## config.mk

```make
export PLATFORM = sky130hd
export DESIGN_NAME = hba_reg_bank
export DESIGN_NICKNAME = d
export VERILOG_FILES = /design/src/rtl/hba_pkg.sv /design/src/rtl/hba_slave_fsm.sv /design/src/rtl/hba_reg_bank.sv
export SDC_FILE = /design/constraint.sdc
export NUM_CORES = 1
export LEC_CHECK = 0
export ABC_AREA = 1
export BUFFER_PORTS_ARGS = -buffer_cell sky130_fd_sc_hd__buf_2
export CAP_MARGIN = 20
export CORE_AREA = 3 3 75 130
export CTS_CLUSTER_DIAMETER = 80
export CTS_CLUSTER_SIZE = 25
export DETAILED_ROUTE_END_ITERATION = 16
export DIE_AREA = 0 0 78 133
export GPL_TIMING_DRIVEN = 0
export PLACE_DENSITY = 0.75
export SYNTH_ARGS = -nofsm -noshare
export SYNTH_HDL_FRONTEND = slang
export SYNTH_SLANG_ARGS = --single-unit
```

## constraint.sdc

```tcl
create_clock -name hba_clk -period 1.8 [get_ports hba_clk]
set_input_delay 0.27 -clock hba_clk [delete_from_list [all_inputs] [get_ports hba_clk]]
set_output_delay 0.27 -clock hba_clk [all_outputs]
set_load 0.05 [all_outputs]
```

## src/rtl/hba_pkg.sv

```systemverilog
// Shared HBA bus definitions: default widths, slave handshake state encoding
// and the constants used to split the address bus into {periph, reg} fields.
package hba_pkg;

    localparam int HBA_DBUS_WIDTH        = 8;
    localparam int HBA_PERIPH_ADDR_WIDTH = 4;
    localparam int HBA_REG_ADDR_WIDTH    = 8;
    localparam int HBA_ABUS_WIDTH        = HBA_PERIPH_ADDR_WIDTH + HBA_REG_ADDR_WIDTH;

    typedef enum logic [1:0] {
        HBA_ST_IDLE       = 2'd0,
        HBA_ST_ACK        = 2'd1,
        HBA_ST_WAIT_DESEL = 2'd2
    } hba_state_t;

    // The peripheral-select field sits directly above the register field.
    function automatic int hba_periph_lsb(input int reg_addr_width);
        return reg_addr_width;
    endfunction

endpackage

```

## src/rtl/hba_slave_fsm.sv

```systemverilog
// HBA slave select/ack handshake: one-cycle ack one cycle after a hit, then
// waits for the master to drop select; no backpressure, one transfer per select.
module hba_slave_fsm
    import hba_pkg::*;
(
    input  logic i_clk,
    input  logic i_rst,
    input  logic i_select,
    input  logic i_hit,
    output logic o_take,
    output logic o_ack
);

    hba_state_t r_state;
    hba_state_t w_state_nxt;

    // A select still held through reset must not be taken as a fresh transfer.
    always_ff @(posedge i_clk) begin
        if (i_rst) begin
            r_state <= i_select ? HBA_ST_WAIT_DESEL : HBA_ST_IDLE;
        end else begin
            r_state <= w_state_nxt;
        end
    end

    always_comb begin
        w_state_nxt = r_state;
        o_take      = 1'b0;
        o_ack       = 1'b0;
        case (r_state)
            HBA_ST_IDLE: begin
                if (i_hit) begin
                    o_take      = 1'b1;
                    w_state_nxt = HBA_ST_ACK;
                end
            end
            HBA_ST_ACK: begin
                o_ack       = 1'b1;
                w_state_nxt = HBA_ST_WAIT_DESEL;
            end
            HBA_ST_WAIT_DESEL: begin
                if (!i_select) begin
                    w_state_nxt = HBA_ST_IDLE;
                end
            end
            default: begin
                w_state_nxt = HBA_ST_IDLE;
            end
        endcase
    end

endmodule

```

## src/rtl/hba_reg_bank.sv

```systemverilog
// HBA register-bank slave: bus read/write plus per-register core write strobes;
// ack/read data one cycle after select. Optional interrupt under HBA_REG_BANK_INTR_EN.
module hba_reg_bank
    import hba_pkg::*;
#(
    parameter int DBUS_WIDTH        = HBA_DBUS_WIDTH,
    parameter int PERIPH_ADDR_WIDTH = HBA_PERIPH_ADDR_WIDTH,
    parameter int REG_ADDR_WIDTH    = HBA_REG_ADDR_WIDTH,
    parameter int PERIPH_ADDR       = 0,
    parameter int NUM_REGS          = 8
)(
    input  logic                                    hba_clk,
    input  logic                                    hba_reset,
    input  logic                                    hba_select,
    input  logic                                    hba_rnw,
    input  logic [PERIPH_ADDR_WIDTH+REG_ADDR_WIDTH-1:0] hba_abus,
    input  logic [DBUS_WIDTH-1:0]                   hba_dbus,
    output logic                                    hba_xferack_slave,
    output logic [DBUS_WIDTH-1:0]                   hba_dbus_slave,
    output logic                                    slave_interrupt,
    input  logic [NUM_REGS-1:0]                     core_wr_en,
    input  logic [DBUS_WIDTH-1:0]                   core_wr_data,
    output logic [NUM_REGS*DBUS_WIDTH-1:0]          regs_out
);

    localparam int PERIPH_LSB = hba_periph_lsb(REG_ADDR_WIDTH);

    logic [PERIPH_ADDR_WIDTH-1:0] w_periph;
    logic [REG_ADDR_WIDTH-1:0]    w_reg_addr;
    logic                         w_hit;
    logic                         w_take;
    logic                         w_ack;
    logic [NUM_REGS-1:0]          w_bus_wr_sel;
    logic [DBUS_WIDTH-1:0]        w_rd_val;
    logic [DBUS_WIDTH-1:0]        r_regs [NUM_REGS];
    logic [DBUS_WIDTH-1:0]        r_rdata;

    assign w_periph   = hba_abus[PERIPH_LSB +: PERIPH_ADDR_WIDTH];
    assign w_reg_addr = hba_abus[REG_ADDR_WIDTH-1:0];
    assign w_hit      = hba_select && (w_periph == PERIPH_ADDR_WIDTH'(PERIPH_ADDR));

    hba_slave_fsm u_fsm (
        .i_clk    (hba_clk),
        .i_rst    (hba_reset),
        .i_select (hba_select),
        .i_hit    (w_hit),
        .o_take   (w_take),
        .o_ack    (w_ack)
    );

    // Unimplemented addresses match no register: writes vanish, reads yield 0.
    always_comb begin
        w_bus_wr_sel = '0;
        w_rd_val     = '0;
        for (int i = 0; i < NUM_REGS; i++) begin
            if (w_reg_addr == REG_ADDR_WIDTH'(i)) begin
                w_bus_wr_sel[i] = w_take && !hba_rnw;
                w_rd_val        = r_regs[i];
            end
        end
    end

    // Bus write beats a core strobe to the same register.
    always_ff @(posedge hba_clk) begin
        if (hba_reset) begin
            for (int i = 0; i < NUM_REGS; i++) begin
                r_regs[i] <= '0;
            end
        end else begin
            for (int i = 0; i < NUM_REGS; i++) begin
                if (w_bus_wr_sel[i]) begin
                    r_regs[i] <= hba_dbus;
                end else if (core_wr_en[i]) begin
                    r_regs[i] <= core_wr_data;
                end
            end
        end
    end

    always_ff @(posedge hba_clk) begin
        if (hba_reset) begin
            r_rdata <= '0;
        end else if (w_take) begin
            r_rdata <= hba_rnw ? w_rd_val : '0;
        end
    end

    assign hba_xferack_slave = w_ack;
    assign hba_dbus_slave    = w_ack ? r_rdata : '0;

    for (genvar g = 0; g < NUM_REGS; g++) begin : g_flat
        assign regs_out[g*DBUS_WIDTH +: DBUS_WIDTH] = r_regs[g];
    end

`ifdef HBA_REG_BANK_INTR_EN
    logic r_rd_reg0;
    logic r_intr;

    // Set has priority so a strobe landing on the clearing read is not lost.
    always_ff @(posedge hba_clk) begin
        if (hba_reset) begin
            r_rd_reg0 <= 1'b0;
            r_intr    <= 1'b0;
        end else begin
            if (w_take) begin
                r_rd_reg0 <= hba_rnw && (w_reg_addr == '0);
            end
            if (|core_wr_en) begin
                r_intr <= 1'b1;
            end else if (w_ack && r_rd_reg0) begin
                r_intr <= 1'b0;
            end
        end
    end

    assign slave_interrupt = r_intr;
`else
    assign slave_interrupt = 1'b0;
`endif

endmodule

```

== Yosys cells after proc, flatten, opt, wreduce, memory -nomap -nowiden ==
Memories as Yosys holds them, arrays and structs flattened.
Index checks and enable logic that the tools add are counted.

* Input bits: 40
* Latch bits: 0
* Memories kept: 1
* Output and inout port bits: 74
* Logic and storage cells: 137
* Memory bits (writable): 64
* Memory bits (read-only): 0
* Register bits: 10

* Order comparisons: 0
* Multiplexer cells: 100
* Reduce and logical (&&, ||, !) cells: 7
* Bitwise gates (word level): 16
* Equal/unequal tests: 11
* $mul: 0
* Shifts and indexed selects: 0
* $add $sub $neg: 0
* Divide/modulo/power cells: 0

{| class="wikitable"
|+ Memories
! memory !! depth !! bits a word !! rd ports !! clocked after memory_dff !! wr ports !! RTL line !! text
|-
| r_regs || 8 || 8 || 8 || 0 || 8 || hba_reg_bank.sv:35 || <nowiki>logic [DBUS_WIDTH-1:0] r_regs [NUM_REGS];</nowiki>
|}

{| class="wikitable"
|+ Operators with widths
! cell !! number
|-
| $mux 8 || 26
|-
| $mux 1 || 69
|-
| $eq 8x3->1 const B || 4
|-
| $eq 8x2->1 const B || 2
|-
| $or 1x1->1 || 16
|-
| $eq 8x1->1 const B || 1
|-
| $logic_not 8->1 || 1
|-
| $mux 2 || 4
|-
| $pmux 2 s3 || 1
|-
| $logic_not 4->1 || 1
|-
| $ne 3x2->1 const B || 1
|-
| $ne 3x3->1 const B || 1
|-
| $eq 2x1->1 const B || 1
|-
| $eq 2x2->1 const B || 1
|-
| $logic_and 1x1->1 || 2
|-
| $logic_not 2->1 || 1
|-
| $reduce_and 2->1 || 1
|-
| $logic_not 1->1 || 1
|}

== Depth between registers and ports, before layout ==
* Depth after elaboration: 11
* Gate-level depth with buffers: 12
* Gate-level depth less buffers: 11

== Modules after synthesis ==
A second synthesis with hierarchy kept.

* Cells, all modules: 472
* Area total of the unflattened synthesis: 4201.5 um2

{| class="wikitable"
|+ Modules (own cells, without submodules)
! module !! area each (um2) !! times used !! cells each
|-
| hba_reg_bank || 4077.7 || 1 || 456
|-
| hba_slave_fsm || 123.9 || 1 || 16
|}

== Worst setup path after synthesis ==
No wires, ideal clock.

* Path type: flip-flop to output port
* Start: register u_fsm.r_state[1]
* End: output hba_dbus_slave[0]
* Stages on the path, launching flop included: 4
* Arrival: 2.269 ns
* Path slack: -0.739 ns
* Data required time: 1.530 ns
* Path through: edfxtp_1 -> nor2_1 -> clkinv_1 -> nor2_1

* Longest elaborated chain between the ends: 3

{| class="wikitable"
|+ Ends and longest elaborated chain
! item !! RTL line !! text
|-
| start, declared || hba_slave_fsm.sv:14 || <nowiki>hba_state_t r_state;</nowiki>
|-
| start signal, assigned || hba_slave_fsm.sv:20 || <nowiki>r_state <= i_select ? HBA_ST_WAIT_DESEL : HBA_ST_IDLE;</nowiki>
|-
| start signal, assigned || hba_slave_fsm.sv:22 || <nowiki>r_state <= w_state_nxt;</nowiki>
|-
| $eq 2x1->1 || hba_slave_fsm.sv:30 || <nowiki>case (r_state)</nowiki>
|-
| $mux 1 || hba_slave_fsm.sv:30 ||
|-
| named net hba_xferack_slave || hba_reg_bank.sv:18 || <nowiki>output logic hba_xferack_slave,</nowiki>
|-
| $mux 8 || hba_reg_bank.sv:89 || <nowiki>assign hba_dbus_slave = w_ack ? r_rdata : '0;</nowiki>
|-
| end, declared || hba_reg_bank.sv:19 || <nowiki>output logic [DBUS_WIDTH-1:0] hba_dbus_slave,</nowiki>
|}

The timed path passes the listed nets, and every way through them passes these cells.

==> results.cfg <==
[status]
status = finished with violations
violations = negative setup slack

[worst_setup_path]
arrival_ps = 2040
reg2reg_depth = 8
endpoint_kind = register
reg2reg_slack_ps = -80
slowest_stage = edfxtp_1
cp.required_ps = 1970
slowest_delay_ps = 440
critPathLaunchType = register
r2r_end = r_regs[0][18]
path_buf_inv = 1
cp_max_fo = 8
worstSetupPathType = reg -> reg
cpMostUsedCell = nand3_4
crit_family = simple AND/OR/NAND/NOR gates
crit_chain = nor2_4 > nand3_4 > nor2_8 > buf_12 > nand3_4 > a21oi_4 > o21ai_1 > a21oi_1
crit_start = u_fsm.r_state[0]
r2r-start = u_fsm.r_state[0]

[drt]
drt_iter0_drc = 269
remaining_drc_errors = 0
wl_per_cell_um = 18.5
drt-total-wl_um = 13700
vias_per_cell = 5.56
first_pass_iters = 5
num_vias = 4124
ant_nets = 0

[pwr]
intPower_mw = 3.59
power_switching_mw = 1.88
sw_frac_of_total_pct = 34.4
irDropWorstVdd_v = 0.000588
leakage_nw = 2.46
p_seq_share_pct = 40.0
combPwrFrac_pct = 26.3
p_per_area_nw_per_um2 = 931
pwr-share-clk_pct = 33.6

[timing]
rsz0062_at_grt = true
fmax_mhz = 533
maxSlewHeadroom_pct = 45.3
hold_viol_final = 0
holdWs_ps = 313
slew_viol_final = 0
worst_slack_ps = -76.5
setup_violations = 29
fin_crit_ps = 1880
worst_clock_skew_ps = 6.30
finalCritPeriodShare_pct = 104
tightest_slew_ps = 816

[yosys]
syn_area_per_cell_um2 = 8.74
yosys.area.top_type = edfxtp_1
synth_cell_type_count = 34
synth.area.top_cells = edfxtp_1 48%, nand2_1 9.2%, a21oi_1 6.2%
synth_seq_cells = 74
synth.yosys.seq_area_share_pct = 51.4
syn_area_um2 = 4170
synth.top_cell.area_share_pct = 47.5
yosysWarnings = 0
synth_fp_nets = 517
synthCells = 477

[final_layout]
final_common_cell = buf_2
nNetsFinal = 660
syn2layout_area_growth_pct = 41.2
drive_gt1_share_pct = 42.2
post-route-cell-area_um2 = 5890
n_antenna_cell = 0
final_cell_mix = 106 x buf_2, 90 x nand2_1, 66 x edfxtp_1

[floorplanning]
chipWidth_um = 78
die-area_um2 = 10400
initial_utilization_pct = 47.5
coreArea_um2 = 8780
fp.dieH_um = 133
core.rowCount = 45
io_pins = 114

[global_route]
grt_pass1_vias = 3907
antenna_found_initial = 0
grt_first_pass_wirelength_um = 20400
track_usage_pct = 25.7
grt_max_degree = 14
grt_overflow_total = 0

[placed_design]
io_buffers = 110
place_congestion = 0.883
hpwlAfterDp_um = 10200
place_area_um2 = 4950

[cts]
cts_hold_buf = 0
cts_sinks = 74
cts_made_buffers = 9
cts_root_buf = clkbuf_16
path_clk_slew_ps = 60
cts_buffer_depth = 2
htreeDepth = 3
worstSkewPairLatency_ps = 330
cts_tree = done

[min_path]
hold_class = in -> reg
min_path_cells = 3
hp-start = hba_select
hold_end = u_fsm.r_state[1]

[job]
maxCapViolations = 0
[how the worst max path moves through the flow]
stage	endpoint	slack, ps	cells past startpoint
floorplan	r_regs[1][0]	-30	8
global placement	r_regs[0][21]	-430	4
detailed placement	r_regs[0][23]	-420	4
CTS	r_regs[1][3]	-70	8
global route	r_regs[0][17]	-140	8
finish	r_regs[0][18]	-80	8
[worst register-to-register path: cells and delay by family, from the launching register on]
kind / cells / cell delay (ps)
buffers and inverters: 1 / 150
DFF: 1 / 440
AOI/OAI and AO/OA: 3 / 530
and+or+nand+nor: 4 / 590
[per-stage QoR]
step / std cells / setup TNS (ps) / setup slack, ps / power (mW) / util [%]
2_1_floorplan: 477 / -247 / -30.8 / 3.08 / -
3_3_place_gp: 704 / -26930 / -428 / 3.41 / 56.4
3_5_place_dp: 704 / -30670 / -421 / 3.43 / 56.4
4_1_cts: 731 / -1380 / -66.7 / 5.37 / 62.1
5_1_grt: 742 / -6000 / -144 / 5.64 / 67.0
6_report: 742 / -1070 / -76.5 / 5.48 / 67.0
[power groups by stage]
| stage | Sequential (mW) | Combinational, mW | Clock (mW) |
|---|---|---|---|
| final | 2.19 | 1.44 | 1.84 |
| after global routing | 2.21 | 1.51 | 1.93 |
| after CTS | 2.19 | 1.33 | 1.85 |
| after detailed placement | 2.23 | 1.20 | 0 |
| after global placement | 2.22 | 1.19 | 0 |
| after floorplan | 2.69 | 0.386 | 0 |
[cell type report]
| type | count | area, um2 |
|---|---|---|
| repair inverters | 2 | 15.0 |
| well taps | 117 | 146 |
| multi-input cells | 347 | 2170 |
| clock inverters | 6 | 61.3 |
| flip-flops and latches | 74 | 2140 |
| clock buffers | 10 | 250 |
| plain buffers | 13 | 100 |
| inverters | 43 | 188 |
| fillers | 724 | 2900 |
| repair buffers | 130 | 810 |
[layer usage]
metal,share of wire (%),vias up,wire (um),GRT usage (%)
met4,5.8,0,792,15.6
met1,36,1921,4950,28.3
met3,7.1,49,972,4.90
met2,51,223,6990,44.8
li1,-,1931,-,-
met5,0,-,0,0
[synth_stat cells]
cell type  count
a21oi_1       52
nand3_1       36
a32oi_1        1
buf_2          4
o21ai_1        8
or2_2          2
nor2_4         1
nor2_1        55
edfxtp_1      66
nor3_2         8
nor3_4         1
buf_6          4
nand3_4        5
nand2_2        4
nor3_1         1
o21ai_2        8
nor2_2         4
buf_4          2
nand2_1      102
o21ai_0       41
nand2_4        1
nand4_1        9
o22ai_1        1
a21oi_4        2
buf_1          1
nand3_2        2
clkinv_1       3
o21a_1         1
nor2_8         1
inv_2          4
clkbuf_1       2
dfxtp_1        8
inv_1         36
conb_1         1
[timing repair]
| item | in CTS | in global routing |
|---|---|---|
| cloned | 2 | 3 |
| gates resized for setup | 38 | 102 |
| setup buffers | 9 | 8 |
| setup endpoints to repair | 136 | 123 |
| hold endpoints to repair | 0 | 0 |
| pin swaps | 5 | 13 |
[sequential cells by signal, summed over array words and instances, names as in the netlist]
signal and flops:
r_regs 64, u_fsm.r_state 2, r_rdata 8
[cell families after synthesis]
group	count (synthesis)	share of synthesized area (%)
AND/OR/NAND/NOR	232	27.3
buffers and inverters	56	6.06
AO/OA/AOI/OAI	114	15.1
flip-flops	74	51.4
other	1	0.0899
Note: power is estimated with default switching activity, not from simulation.
